File: src/rtl/led_seq_wbm.sv
// led_seq_wbm: Wishbone master that animates the board LED register.
// A prescaler produces step ticks; each tick launches one single-beat write
// of the next pattern for the selected mode to LED_ADDR.
module led_seq_wbm #(
  parameter int                    DATA_WIDTH   = 32,
  parameter int                    ADDR_WIDTH   = 32,
  parameter int                    SELECT_WIDTH = DATA_WIDTH / 8,
  parameter logic [ADDR_WIDTH-1:0] LED_ADDR     = '0,
  parameter int                    STEP_CYCLES  = 25000000,
  parameter int                    ACK_TIMEOUT  = 16
) (
  input  logic                    clk,
  input  logic                    rst,
  output logic [ADDR_WIDTH-1:0]   wb_adr_o,
  output logic [DATA_WIDTH-1:0]   wb_dat_o,
  input  logic [DATA_WIDTH-1:0]   wb_dat_i,
  output logic                    wb_we_o,
  output logic [SELECT_WIDTH-1:0] wb_sel_o,
  output logic                    wb_stb_o,
  output logic                    wb_cyc_o,
  input  logic                    wb_ack_i,
  input  logic                    wb_err_i,
  input  logic                    i_enable,
  input  logic [1:0]              i_mode,
  input  logic [6:0]              i_status,
  input  logic                    i_clr_err,
  output logic                    o_busy,
  output logic                    o_timeout_err,
  output logic                    o_bus_err
);

  localparam int PRE_W = $clog2(STEP_CYCLES);
  localparam int TO_W  = $clog2(ACK_TIMEOUT);
  localparam logic [PRE_W-1:0] PRE_LAST = PRE_W'(STEP_CYCLES - 1);
  localparam logic [TO_W-1:0]  TO_LAST  = TO_W'(ACK_TIMEOUT - 1);

  localparam logic [1:0] MODE_OFF    = 2'd0;
  localparam logic [1:0] MODE_WALK   = 2'd1;
  localparam logic [1:0] MODE_BLINK  = 2'd2;
  localparam logic [1:0] MODE_STATUS = 2'd3;

  typedef enum logic [0:0] {ST_IDLE, ST_REQ} state_t;

  state_t              state_reg, state_next;
  logic [PRE_W-1:0]    pre_cnt_reg, pre_cnt_next;
  logic [TO_W-1:0]     to_cnt_reg, to_cnt_next;
  logic                pending_reg, pending_next;
  logic [1:0]          walk_idx_reg, walk_idx_next;
  logic                blink_reg, blink_next;
  logic [1:0]          prev_mode_reg, prev_mode_next;
  logic                mode_valid_reg, mode_valid_next;
  logic                bus_reg, bus_next;
  logic [DATA_WIDTH-1:0] dat_reg, dat_next;
  logic                to_err_reg, to_err_next;
  logic                bus_err_reg, bus_err_next;

  logic       tick;
  logic       launch;
  logic       restart;
  logic [1:0] walk_idx_sel;
  logic       blink_sel;
  logic [3:0] walk_onehot;
  logic [6:0] pattern;
  logic       set_to;
  logic       set_be;

  // Read data is never consumed by a write-only master.
  logic unused_dat;
  assign unused_dat = ^wb_dat_i;

  assign wb_adr_o      = LED_ADDR;
  assign wb_sel_o      = '1;
  assign wb_cyc_o      = bus_reg;
  assign wb_stb_o      = bus_reg;
  assign wb_we_o       = bus_reg;
  assign wb_dat_o      = dat_reg;
  assign o_busy        = bus_reg;
  assign o_timeout_err = to_err_reg;
  assign o_bus_err     = bus_err_reg;

  assign tick   = i_enable && (pre_cnt_reg == PRE_LAST);
  assign launch = (state_reg == ST_IDLE) && i_enable && (tick || pending_reg);

  // A mode differing from the one used at the last launch, or the first
  // launch after a disable, starts that mode's sequence from the beginning.
  assign restart      = !mode_valid_reg || (prev_mode_reg != i_mode);
  assign walk_idx_sel = restart ? 2'd0 : walk_idx_reg + 2'd1;
  assign blink_sel    = restart ? 1'b1 : ~blink_reg;

  genvar gi;
  generate
    for (gi = 0; gi < 4; gi++) begin : g_walk
      assign walk_onehot[gi] = (walk_idx_sel == 2'(gi));
    end
  endgenerate

  // Pattern selection for the write launched this cycle.
  always_comb begin
    pattern = 7'h00;
    case (i_mode)
      MODE_OFF:    pattern = 7'h00;
      MODE_WALK:   pattern = {3'b000, walk_onehot};
      MODE_BLINK:  pattern = blink_sel ? 7'h7F : 7'h00;
      MODE_STATUS: pattern = i_status;
      default:     pattern = 7'h00;
    endcase
  end

  // Prescaler and pending-step bookkeeping.
  always_comb begin
    pre_cnt_next = pre_cnt_reg;
    pending_next = pending_reg;
    if (!i_enable) begin
      pre_cnt_next = '0;
      pending_next = 1'b0;
    end else begin
      pre_cnt_next = tick ? '0 : pre_cnt_reg + PRE_W'(1);
      if (launch) begin
        pending_next = 1'b0;
      end else if (tick && (state_reg != ST_IDLE)) begin
        pending_next = 1'b1;
      end
    end
  end

  // Sequence position per mode, advanced only when a write launches.
  always_comb begin
    walk_idx_next   = walk_idx_reg;
    blink_next      = blink_reg;
    prev_mode_next  = prev_mode_reg;
    mode_valid_next = mode_valid_reg;
    if (!i_enable) begin
      mode_valid_next = 1'b0;
    end else if (launch) begin
      mode_valid_next = 1'b1;
      prev_mode_next  = i_mode;
      if (i_mode == MODE_WALK) begin
        walk_idx_next = walk_idx_sel;
      end
      if (i_mode == MODE_BLINK) begin
        blink_next = blink_sel;
      end
    end
  end

  // Bus FSM: launch from IDLE, finish on ack, abort on err or timeout.
  always_comb begin
    state_next  = state_reg;
    bus_next    = bus_reg;
    dat_next    = dat_reg;
    to_cnt_next = to_cnt_reg;
    set_to      = 1'b0;
    set_be      = 1'b0;
    case (state_reg)
      ST_IDLE: begin
        if (launch) begin
          state_next  = ST_REQ;
          bus_next    = 1'b1;
          dat_next    = {{(DATA_WIDTH-7){1'b0}}, pattern};
          to_cnt_next = '0;
        end
      end
      ST_REQ: begin
        if (wb_ack_i) begin
          state_next = ST_IDLE;
          bus_next   = 1'b0;
        end else if (wb_err_i) begin
          state_next = ST_IDLE;
          bus_next   = 1'b0;
          set_be     = 1'b1;
        end else if (to_cnt_reg == TO_LAST) begin
          state_next = ST_IDLE;
          bus_next   = 1'b0;
          set_to     = 1'b1;
        end else begin
          to_cnt_next = to_cnt_reg + TO_W'(1);
        end
      end
      default: begin
        state_next = ST_IDLE;
        bus_next   = 1'b0;
      end
    endcase
  end

  // Sticky error flags; a new error outranks a clear in the same cycle.
  always_comb begin
    to_err_next  = set_to ? 1'b1 : (i_clr_err ? 1'b0 : to_err_reg);
    bus_err_next = set_be ? 1'b1 : (i_clr_err ? 1'b0 : bus_err_reg);
  end

  // Prescaler, pending and sequence state registers.
  always_ff @(posedge clk or negedge rst) begin
    if (!rst) begin
      pre_cnt_reg    <= '0;
      pending_reg    <= 1'b0;
      walk_idx_reg   <= 2'd0;
      blink_reg      <= 1'b0;
      prev_mode_reg  <= 2'd0;
      mode_valid_reg <= 1'b0;
    end else begin
      pre_cnt_reg    <= pre_cnt_next;
      pending_reg    <= pending_next;
      walk_idx_reg   <= walk_idx_next;
      blink_reg      <= blink_next;
      prev_mode_reg  <= prev_mode_next;
      mode_valid_reg <= mode_valid_next;
    end
  end

  // FSM state, bus outputs and error flag registers.
  always_ff @(posedge clk or negedge rst) begin
    if (!rst) begin
      state_reg   <= ST_IDLE;
      bus_reg     <= 1'b0;
      dat_reg     <= '0;
      to_cnt_reg  <= '0;
      to_err_reg  <= 1'b0;
      bus_err_reg <= 1'b0;
    end else begin
      state_reg   <= state_next;
      bus_reg     <= bus_next;
      dat_reg     <= dat_next;
      to_cnt_reg  <= to_cnt_next;
      to_err_reg  <= to_err_next;
      bus_err_reg <= bus_err_next;
    end
  end

endmodule

File: config.mk
export PLATFORM = sky130hd
export DESIGN_NAME = led_seq_wbm
export DESIGN_NICKNAME = d
export VERILOG_FILES = /design/src/rtl/led_seq_wbm.sv
export SDC_FILE = /design/constraint.sdc
export NUM_CORES = 1
export LEC_CHECK = 0
export ABC_CLOCK_PERIOD_IN_PS = 3300
export BUFFER_PORTS_ARGS = -buffer_cell sky130_fd_sc_hd__buf_2
export CELL_PAD_IN_SITES_DETAIL_PLACEMENT = 1
export CELL_PAD_IN_SITES_GLOBAL_PLACEMENT = 2
export CORE_MARGIN = 2
export CORE_UTILIZATION = 27
export DETAILED_ROUTE_END_ITERATION = 10
export PLACE_DENSITY = 0.83
export SKIP_LAST_GASP = 1
export SLEW_MARGIN = 40
export SYNTH_ARGS = -nofsm -noshare
export SYNTH_HDL_FRONTEND = slang
export SYNTH_SLANG_ARGS = --single-unit
File: constraint.sdc
create_clock -name clk -period 3.3 [get_ports clk]
set_clock_uncertainty 0.2 [all_clocks]
set_input_delay 0.33 -clock clk [delete_from_list [all_inputs] [get_ports clk]]
set_output_delay 0.33 -clock clk [all_outputs]
set_load 0.005 [all_outputs]
Word-level counts from Yosys, hierarchy flattened
Cells that the tools add are included.
W data, S select, Z words.

cells by class
  add/sub/neg operators = 3
  equality and inequality tests = 16
  muxes and demuxes = 35
  bitwise operators = 2
  reductions and logical operators = 17

operators with widths
  operator                 number
  $mux W25                 2
  $pmux W7 S4              1
  $add A25 B1 Y25 const B  1
  $eq A25 B25 Y1 const B   1
  $mux W1                  23
  $mux W4                  4
  $eq A2 B2 Y1 const B     4
  $ne A2 B2 Y1 const B     4
  $pmux W4 S2              1
  $mux W7                  1
  $reduce_and A2 Y1        3
  $reduce_and A3 Y1        2
  $add A4 B1 Y4 const B    1
  $eq A2 B1 Y1 const B     2
  $eq A4 B4 Y1 const B     1
  $logic_and A1 B1 Y1      4
  $logic_not A2 Y1         2
  $ne A4 B3 Y1 const B     1
  $pmux W1 S2              2
  $reduce_and A4 Y1        1
  $reduce_bool A2 Y1       2
  $ne A3 B1 Y1 const B     1
  $add A2 B1 Y2 const B    1
  $logic_or A1 B1 Y1       2
  other kinds (5)          6

word-level totals
  flip-flop bits (word level) = 47
  bits of input ports = 47
  output and inout bits = 74

Depth between registers and ports, before layout
Gate-level depths: netlist (run 1).

  depth after elaboration = 6
  mapped depth = 7
  depth with buffers taken out = 6

Worst setup path after synthesis (run 1)
Ideal clock, no wire load.

  path kind = flip-flop to flip-flop
  start = register pre_cnt_reg[9]
  end = register walk_idx_reg[0]
  arrival time = 2014 ps
  data required time = 3034 ps
  path slack = 1020 ps
  stages on the path, launching flop included = 6
  cell sequence = dfrtp_1 -> or4b_4 -> nor4_4 -> a41oi_4 -> or4_1 -> nand2_1

between the ends
  word-level cells in the longest chain between the ends = 5

ends and longest elaborated chain
  item                                line  RTL
  start: declaration                  45    logic [PRE_W-1:0] pre_cnt_reg, pre_cnt_next;
  start signal: assignment            202   pre_cnt_reg <= pre_cnt_next;
  $eq A25 B25 Y1                      81    assign tick = i_enable && (pre_cnt_reg == PRE_LAST);
  $logic_and A1 B1 Y1                 81
  $logic_or A1 B1 Y1                  82    assign launch = (state_reg == ST_IDLE) && i_enable && (tick || pending_reg);
  $logic_and A1 B1 Y1                 82
  $reduce_and A3 Y1 (no source line)  -
  end signal: assignment              204   walk_idx_reg <= walk_idx_next;
  end: declaration                    48    logic [1:0] walk_idx_reg, walk_idx_next;

Every way passes these cells.
A chain may end at the register's enable or synchronous reset.

Final worst setup path (run 1)
  start = register pre_cnt_reg[9]
  end = register prev_mode_reg[1]

between the ends
  word-level cells in the longest chain between the ends = 5

ends and longest elaborated chain
  item                                line  RTL
  $eq A25 B25 Y1                      81
  $logic_and A1 B1 Y1                 81
  $logic_or A1 B1 Y1                  82
  $logic_and A1 B1 Y1                 82
  $reduce_and A2 Y1 (no source line)  -
  end signal: assignment              206   prev_mode_reg <= prev_mode_next;
  end: declaration                    50    logic [1:0] prev_mode_reg, prev_mode_next;

Every way passes these cells.

==> results.tsv, run 1 <==
metric	value	unit
mostFrequentLayoutCells	conb_1, dfrtp_1, nor2_1	
h-tree-depth	2	
max_freq	0.4317	GHz
min_period_over_period	0.7020	
cts_made_buffers	5	
drv_slew	0	
synth-edff-count	0	
drt_wl_total	5.454	mm
firstDrtPassIters	4	
crit_required	3.30	ns
syn_to_final_growth	5.025	%
grt_pass1_vias	1987	
startpoint_type	register	
reg2reg_to	prev_mode_reg[1]	
ant_nets	0	
p_seq_frac	0.579	
fp.dieH	105.6	um
diodes	0	
initial_core_util	0.2738	
finalHoldViolations	0	
p_leak	1.372	nW
drc_errors	0	
post_cts_buffers	0	
dp_cells	457	
p_int	0.0007467	W
std_cell_rows	37	
ys_ff_latch	47	
synth-seq-area-share	0.4217	
synth_flop_cell	dfrtp_1	
synth_area_per_cell	9.204	um^2
path_class	reg2reg	
instances_no_fill	466	
io_buffers	27	
hold_end	o_timeout_err	
multiInputGateArea	1297	um^2
cp_max_fo	27	
synth_fa_ha_area_frac	0.008973	
switching_share	0.2567	
synth_mux_area_frac	0.008075	
clk_latency	0.31	ns
synth_xor_area_frac	0.08479	
die_w	105.6	um
hold_depth	2	
max_slew_margin	0.5421	
tns	0	ns
r2r_cells	5	
pwr-share-comb	0.063	
synth_area	2789	um^2
status	completed	
design.die.area	11160	um^2
p_clk_frac	0.357	
grt-ovfl-total	0	
synth_top_family_by_area	simple AND/OR/NAND/NOR gates	
synth_cell_types	40	
yosysWarnings	0	
clock_sinks	47	
final_layout_size_suffix_gt1_frac	0.1333	
seq_area	1176	um^2
largest_reg_flops	25	
rsz0062_at_grt	false	
rrSetupSlack	0.98	ns
synth-simple-area-share	0.2100	
final_common_cell	conb_1	
p_per_area	343.0	nW/um^2
vdd_drop_max	147.1	uV
p_switching	0.0002579	W
ctsLongestPathBuffers	2	
hold_class	in2reg	
min-delay-start	i_clr_err	
setup_viol	0	
end_kind	register	
max_cap_viol_count	0	
grt_max_degree	48	
pin_count	121	
nFillCells	1268	
min_period	2.317	ns
synth_cells	303	
place.gp.congestion	0.7461	
crit_arrival	2.32	ns
vias_per_cell	4.210	
synth_compound_area_frac	0.07133	
cts.root.buffer_cell	clkbuf_8	
grt_first_pass_wirelength	9.466	mm
async_flop_share	1.000	
grt.total_usage	0.1031	
num_vias	1962	
drt_iter0_drc	60	
nNetsFinal	378	
tritoncts	done	
coreArea	10180	um^2
post-route-util	0.2876	
clkTransAtPathRegs	0.09	ns
antenna_found_initial	0	
timing.rr.start	pre_cnt_reg[9]	
tightest_slew	0.6806	ns
post-dp-hpwl	3.957	mm
wl_per_cell	11.70	um
per-layer routing:
| layer | routed length (um) | vias to the layer above | part of all wire | GRT usage |
|---|---|---|---|---|
| met3 | 294 | 9 | 0.054 | 0.02721 |
| li1 | - | 935 | - | - |
| met2 | 2607 | 50 | 0.48 | 0.1733 |
| met5 | 0 | - | 0 | 0 |
| met1 | 2481 | 968 | 0.45 | 0.1308 |
| met4 | 70 | 0 | 0.013 | 0.02820 |
metrics by stage:
stage	worst slack, ns	total power (W)	instance area [um^2]	hold slack (ns)
2_1_floorplan	1.020	0.0006785	3010	-0.1656
3_3_place_gp	0.9833	0.0006548	2828	0.2488
3_5_place_dp	0.9623	0.0006566	2830	0.1989
4_1_cts	0.9457	0.001023	2929	0.008772
5_1_grt	0.7846	0.001055	2929	0.01114
6_report	0.9834	0.001005	2929	0.01213
cell families after synthesis:
| group | after synthesis |
|---|---|
| muxes | 2 |
| AOI/OAI and AO/OA | 30 |
| and+or+nand+nor | 114 |
| adders and majority gates | 2 |
| xor gates and xnor gates | 27 |
| DFF | 47 |
| other | 2 |
| buffers and inverters | 79 |
power by group through the flow:
stage / Sequential, W / Combinational (W) / Clock [W]
6_report: 0.000582 / 0.0000634 / 0.000359
5_1_grt: 0.000583 / 0.0000748 / 0.000398
3_3_place_gp: 0.000593 / 0.0000615 / 0
3_5_place_dp: 0.000593 / 0.0000631 / 0
4_1_cts: 0.000582 / 0.0000643 / 0.000376
2_1_floorplan: 0.000593 / 0.0000858 / 0
final cells by class:
class                      count  share of cell area
clock buffer                   6             0.02478
clock inverter                 2            0.005553
inverter                       9             0.01153
multi-input combinational    236              0.4430
sequential                    47              0.4015
tap                          136             0.05809
timing repair buffer          30             0.05553
synthesized netlist by cell type (3+ instances only):
| master | number | area [um^2] |
|---|---|---|
| nand2_1 | 25 | 93.84 |
| nand3_1 | 15 | 75.07 |
| nor4_1 | 6 | 37.54 |
| nor3_1 | 4 | 20.02 |
| nor2b_1 | 3 | 18.77 |
| nand4_1 | 5 | 31.28 |
| xor2_1 | 10 | 87.58 |
| and3_1 | 7 | 43.79 |
| buf_4 | 64 | 480.5 |
| inv_1 | 9 | 33.78 |
| nand2b_1 | 3 | 18.77 |
| o21ai_1 | 4 | 20.02 |
| nor2_1 | 31 | 116.4 |
| clkbuf_1 | 4 | 15.01 |
| a21oi_1 | 7 | 35.03 |
| o21ai_0 | 9 | 45.04 |
| nand3b_1 | 4 | 30.03 |
| xnor2_1 | 17 | 148.9 |
| dfrtp_1 | 47 | 1176 |
critical path: stages (launching register included):
cell and delay, ns:
dfrtp_1 0.43, or4b_4 0.57, nor4_4 0.30, a41oi_4 0.17, buf_4 0.25, mux2_2 0.30
worst max path at each step:
stage	slack (ns)	depth (start not counted)	end	from
floorplan	1.02	5	walk_idx_reg[0]	pre_cnt_reg[9]
global placement	0.98	5	prev_mode_reg[1]	pre_cnt_reg[9]
CTS	0.95	6	pre_cnt_reg[20]	pre_cnt_reg[9]
global route	0.78	6	pre_cnt_reg[24]	pre_cnt_reg[9]
detailed placement	0.96	6	blink_reg	pre_cnt_reg[9]
finish	0.98	5	prev_mode_reg[1]	pre_cnt_reg[9]
what timing repair did:
action                     CTS  global route
hold buffers                 1             0
gates resized for setup      0             0
setup endpoints to repair    0             0
hold endpoints to repair    47             0
Note: power is estimated with default switching activity, not from simulation.
==> run 2, diff against run 1 <==
--- a/config.mk
+++ b/config.mk
@@ -5,7 +5,7 @@
 export SDC_FILE = /design/constraint.sdc
 export NUM_CORES = 1
 export LEC_CHECK = 0
-export ABC_CLOCK_PERIOD_IN_PS = 3300
+export ABC_CLOCK_PERIOD_IN_PS = 2150
 export BUFFER_PORTS_ARGS = -buffer_cell sky130_fd_sc_hd__buf_2
 export CELL_PAD_IN_SITES_DETAIL_PLACEMENT = 1
 export CELL_PAD_IN_SITES_GLOBAL_PLACEMENT = 2
==> constraint.sdc (replaced) <==
create_clock -name clk -period 2.15 [get_ports clk]
set_clock_uncertainty 0.2 [all_clocks]
set_input_delay 0.215 -clock clk [delete_from_list [all_inputs] [get_ports clk]]
set_output_delay 0.215 -clock clk [all_outputs]
set_load 0.005 [all_outputs]
==> run 2 against run 1 <==
Core utilization is 6.4 points higher. The flow now finishes with violations (negative setup slack). Clock-buffer cell count is 1 lower. Non-clock buffer count is 35 higher. Via count is 6.9% higher. Power is 70% higher. Sequential share of layout area is 7.3 points lower. Final area is 22% higher. Critical path type unchanged. Die area stayed put. Highest routed layer unchanged.
==> results.tsv, run 2 (same netlist as run 1, synthesis figures left out) <==
metric	value	unit
finalPower	0.001712	W
crit_top_cell	or4_4	
max_slew_margin	0.6312	
fp.dieH	105.6	um
clock_sinks	47	
final_common_cell	conb_1	
seq_area	1176	um^2
p_per_area	478.3	nW/um^2
cts.root.buffer_cell	clkbuf_8	
timing.rr.start	pre_cnt_reg[15]	
crit_chain	or4_4 > nor4_4 > a41oi_4 > or4_4 > nand2_1	
std_cell_rows	37	
largest_reg_flops	25	
drt_wl_total	6.503	mm
grtUsageMet3	0.02412	
place.gp.congestion	0.7377	
post-dp-hpwl	4.277	mm
clk_latency	0.30	ns
hold_class	in2reg	
crit_path_max_incr_delay	0.56	ns
hold_ws	0.01088	ns
grt_first_pass_wirelength	10.02	mm
antenna_found_initial	0	
pin_count	121	
min-delay-start	i_status[3]	
min_period_over_period	1.045	
coreArea	10180	um^2
pre_cts_ws	-0.1316	ns
max_cap_viol_count	0	
initial_core_util	0.2738	
mostFrequentLayoutCells	conb_1, dfrtp_1, buf_2	
nNetsFinal	413	
ctsLongestPathBuffers	2	
tns	-1.769	ns
firstDrtPassIters	4	
tightest_slew	0.5532	ns
p_leak	1.603	nW
nFillCells	1209	
grt-ovfl-total	0	
drv_slew	0	
design.die.area	11160	um^2
grt_use_met2	0.1982	
crit_arrival	2.29	ns
die_w	105.6	um
cp_max_fo	4	
status	complete, but fails checks	
grt.total_usage	0.1106	
cts_made_buffers	5	
rsz0062_at_grt	true	
path_class	reg2reg	
diodes	0	
final_layout_size_suffix_gt1_frac	0.3041	
num_vias	2097	
startpoint_type	register	
multiInputGateArea	1549	um^2
drc_errors	0	
grt_max_degree	27	
failed_checks	negative setup slack	
startpoint	pre_cnt_reg[15]	
vias_per_cell	4.186	
min_period	2.246	ns
io_buffers	27	
grt_pass1_vias	2136	
top_usage_layer	met2	
crit_required	2.20	ns
use_met1	0.1319	
max_freq	0.4453	GHz
clkTransAtPathRegs	0.09	ns
h-tree-depth	2	
vdd_drop_max	227.9	uV
syn_to_final_growth	28.35	%
end_kind	register	
setup_viol	34	
worst_slack	-0.09577	ns
wl_per_cell	12.98	um
ant_nets	0	
tritoncts	done	
drt_iter0_drc	29	
finalHoldViolations	0	
worst_path_max_delay_cell	or4_4	
-- run 2: cell count changes in the layout (fill, tap and decap cells not counted), sizes merged --
cell | before | now
clkbuf | 6 | 7
clkinvlp | 1 | 0
dlygate4sd3 | 1 | 9
buf | 29 | 54
bufinv | 0 | 1
inv | 10 | 9
clkinv | 0 | 2
-- run 2: power breakdown --
part	switching (W)	internal [W]	total (W)
Combinational	0.000101	0.0000584	0.000160
Clock	0.000313	0.000347	0.000660
Sequential	0.00000492	0.000888	0.000893
-- run 2: final cells by class --
type,count,share of cell area
Clock buffer,5,0.01922
Clock inverter,3,0.01223
Inverter,9,0.009437
Multi-Input combinational cell,236,0.4327
Sequential cell,47,0.3286
Tap cell,136,0.04754
Timing Repair Buffer,65,0.1503
-- run 2: final timing paths --
path                              endpoint  cells after the start  slack (ns)
setup / recovery           walk_idx_reg[0]                      5        -0.1
hold / removal                 wb_dat_o[3]                      3        0.01
setup reg to reg           walk_idx_reg[0]                      5        -0.1
hold reg to reg                  blink_reg                      1        0.29
max in group asynchronous        state_reg                      3        0.99
min in group asynchronous  pre_cnt_reg[14]                      2        0.24
-- run 2: per-stage QoR --
stage | util | area [um^2] | instances
after floorplan | - | 3017 | 362
after global placement | 0.2952 | 3007 | 477
after detailed placement | 0.2952 | 3007 | 477
after CTS | 0.3211 | 3271 | 496
after global routing | 0.3515 | 3580 | 501
final | 0.3515 | 3580 | 501
-- run 2: critical path, delay by kind of cell (launching register included) --
| kind | cells | cell delay (ns) |
|---|---|---|
| flops | 1 | 0.40 |
| compound gates | 1 | 0.21 |
| simple gates | 4 | 1.39 |
-- run 2: routing by layer --
layer | part of all wire | vias to the layer above | routed length [um]
met5 | 0 | - | 0
met3 | 0.040 | 8 | 257
met2 | 0.52 | 49 | 3384
met1 | 0.43 | 1032 | 2780
met4 | 0.012 | 0 | 81
li1 | - | 1008 | -
-- run 2: timing repair --
action / in CTS / in global routing
buffers inserted: 2 / 2
hold buffers: 9 / 0
gates cloned: 0 / 3
setup endpoints to repair: 7 / 40
hold endpoints to repair: 28 / 0
pin swaps: 6 / 26
resized for setup: 10 / 61
==> run 3, diff against run 2 <==
--- a/config.mk
+++ b/config.mk
@@ -13,6 +13,7 @@
 export CORE_UTILIZATION = 27
 export DETAILED_ROUTE_END_ITERATION = 10
 export PLACE_DENSITY = 0.83
+export SETUP_SLACK_MARGIN = 0.2
 export SKIP_LAST_GASP = 1
 export SLEW_MARGIN = 40
 export SYNTH_ARGS = -nofsm -noshare
==> run 3 against run 2 <==
The run still ends with negative setup slack left. Worst setup slack improved by 0.011 ns. Combinational power shrank 5%. Wire length is 4.9% lower. Critical path depth rose by 2. Hold slack got worse by 0.0093 ns. Power down 5.1%. First-iteration DRC count is 55% higher. Core utilization down 1.2 points. Non-clock buffer count decreased by 2. Sequential power about the same. Via count decreased by 0.52%.
==> results.tsv, run 3 (same netlist as run 1, synthesis figures left out) <==
metric	value	unit
vdd_drop_max	247.8	uV
num_vias	2086	
final_cell_area	3455	um^2
tightest_slew	0.5632	ns
hold_end	wb_dat_o[1]	
clock_sinks	47	
max_slew_margin	0.6246	
hold_ws	0.001583	ns
crit_chain	or4_4 > nor4_4 > buf_4 > nand3_4 > nand2_8 > clkbuf_16 > nor2_2	
r2r_cells	7	
max_cap_viol_count	0	
worst_slack	-0.08448	ns
failed_checks	negative setup slack	
p_switching	0.0004393	W
cp_max_fo	6	
largest_reg_flops	25	
nFillCells	1219	
firstDrtPassIters	4	
hold_class	in2reg	
p_per_area	470.3	nW/um^2
wl_per_cell	12.39	um
ant_nets	0	
max_freq	0.4475	GHz
reg2reg_to	pre_cnt_reg[9]	
timing.rr.start	pre_cnt_reg[15]	
h-tree-depth	2	
drt_iter0_drc	45	
crit_required	2.15	ns
dp_cells	476	
pre_cts_ws	-0.08818	ns
nNetsFinal	411	
antenna_found_initial	0	
die_w	105.6	um
path_class	reg2reg	
p_leak	1.547	nW
cpLargestDelayFamily	simple AND/OR/NAND/NOR gates	
drt_wl_total	6.184	mm
place.gp.congestion	0.7558	
p_seq_frac	0.549	
pin_count	121	
grt_use_met2	0.1834	
setup_viol	37	
grt_max_degree	27	
grt_pass1_vias	2089	
crit_arrival	2.24	ns
startpoint_type	register	
crit_path_max_incr_delay	0.55	ns
std_cell_rows	37	
pwr-share-comb	0.094	
cts.root.buffer_cell	clkbuf_8	
syn_to_final_growth	23.87	%
rsz0062_at_grt	true	
status	complete, but fails checks	
initial_core_util	0.2738	
drv_slew	0	
coreArea	10180	um^2
top_usage_layer	met2	
tritoncts	done	
finalPower	0.001625	W
clkTransAtPathRegs	0.10	ns
switching_share	0.2704	
end_kind	register	
min_period	2.234	ns
diodes	0	
io_buffers	27	
grt_first_pass_wirelength	9.418	mm
mostFrequentLayoutCells	conb_1, dfrtp_1, buf_2	
drc_errors	0	
place_area	3002	um^2
final_common_cell	conb_1	
vias_per_cell	4.180	
finalHoldViolations	0	
fp.dieH	105.6	um
post-dp-hpwl	4.277	mm
grt.total_usage	0.1036	
min-delay-start	i_status[1]	
design.die.area	11160	um^2
instances_no_fill	499	
worst_path_max_delay_cell	or4_4	
use_met1	0.1258	
final_layout_size_suffix_gt1_frac	0.2700	
hold_depth	3	
cts_made_buffers	5	
crit_buf_inv	2	
ctsLongestPathBuffers	2	
p_int	0.001185	W
rrSetupSlack	-0.08	ns
grt-ovfl-total	0	
p_clk_frac	0.357	
min_period_over_period	1.039	
clk_latency	0.31	ns
grtUsageMet3	0.02226	
==> run 3: cell count changes in the layout (fill, tap and decap cells not counted), sizes merged <==
cell,delta
inv,+2
clkinvlp,+1
buf,-2
clkinv,-2
bufinv,-1
==> run 3: routing by layer <==
layer	part of all wire	routed length, um
met1	0.44	2748
met2	0.51	3124
met3	0.040	245
met4	0.011	66
met5	0	0
==> run 3: power groups by stage <==
stage | clock network, W | registers (W) | logic, W
5_1_grt | 0.000640 | 0.000894 | 0.000170
6_report | 0.000580 | 0.000893 | 0.000152
2_1_floorplan | 0 | 0.000910 | 0.000133
4_1_cts | 0.000610 | 0.000893 | 0.000119
3_5_place_dp | 0 | 0.000910 | 0.000108
3_3_place_gp | 0 | 0.000910 | 0.000107
==> run 3: cell type report <==
class	instances	area (um^2)	area share
Clock inverter	3	27.53	0.007968
Tap cell	136	170.2	0.04926
Multi-Input combinational cell	236	1483	0.4292
Sequential cell	47	1176	0.3405
Inverter	9	33.78	0.009779
Timing Repair Buffer	63	495.5	0.1434
Clock buffer	5	68.82	0.01992
==> run 3: worst min-delay path, stage by stage <==
cell and delay (ns):
buf_2 0.08, a211oi_1 0.06, o21ai_0 0.13
==> run 3: what timing repair did <==
action                                  4_1_cts  5_1_grt
gates resized for setup                       1       47
hold endpoints to repair                     28        0
hold buffers                                  9        0
cloned                                        0        3
endpoints found under the setup margin       45       46
pin swaps                                     1       25
buffers inserted                              0        3
==> run 3: worst max-delay path by stage <==
stage / from / to / slack (ns) / cells past startpoint
CTS: pre_cnt_reg[9] / prev_mode_reg[1] / -0.09 / 5
global route: pre_cnt_reg[15] / walk_idx_reg[0] / -0.18 / 5
detailed placement: pre_cnt_reg[23] / walk_idx_reg[1] / -0.09 / 6
global placement: pre_cnt_reg[23] / prev_mode_reg[0] / -0.06 / 5
finish: pre_cnt_reg[15] / pre_cnt_reg[9] / -0.08 / 7
floorplan: pre_cnt_reg[23] / walk_idx_reg[0] / 0.009 / 5
==> run 3: stage by stage <==
step | setup TNS (ns) | utilization
floorplan | 0 | -
global placement | -0.2487 | 0.2947
detailed placement | -0.7036 | 0.2947
CTS | -0.9669 | 0.3130
global route | -6.042 | 0.3392
finish | -1.867 | 0.3392
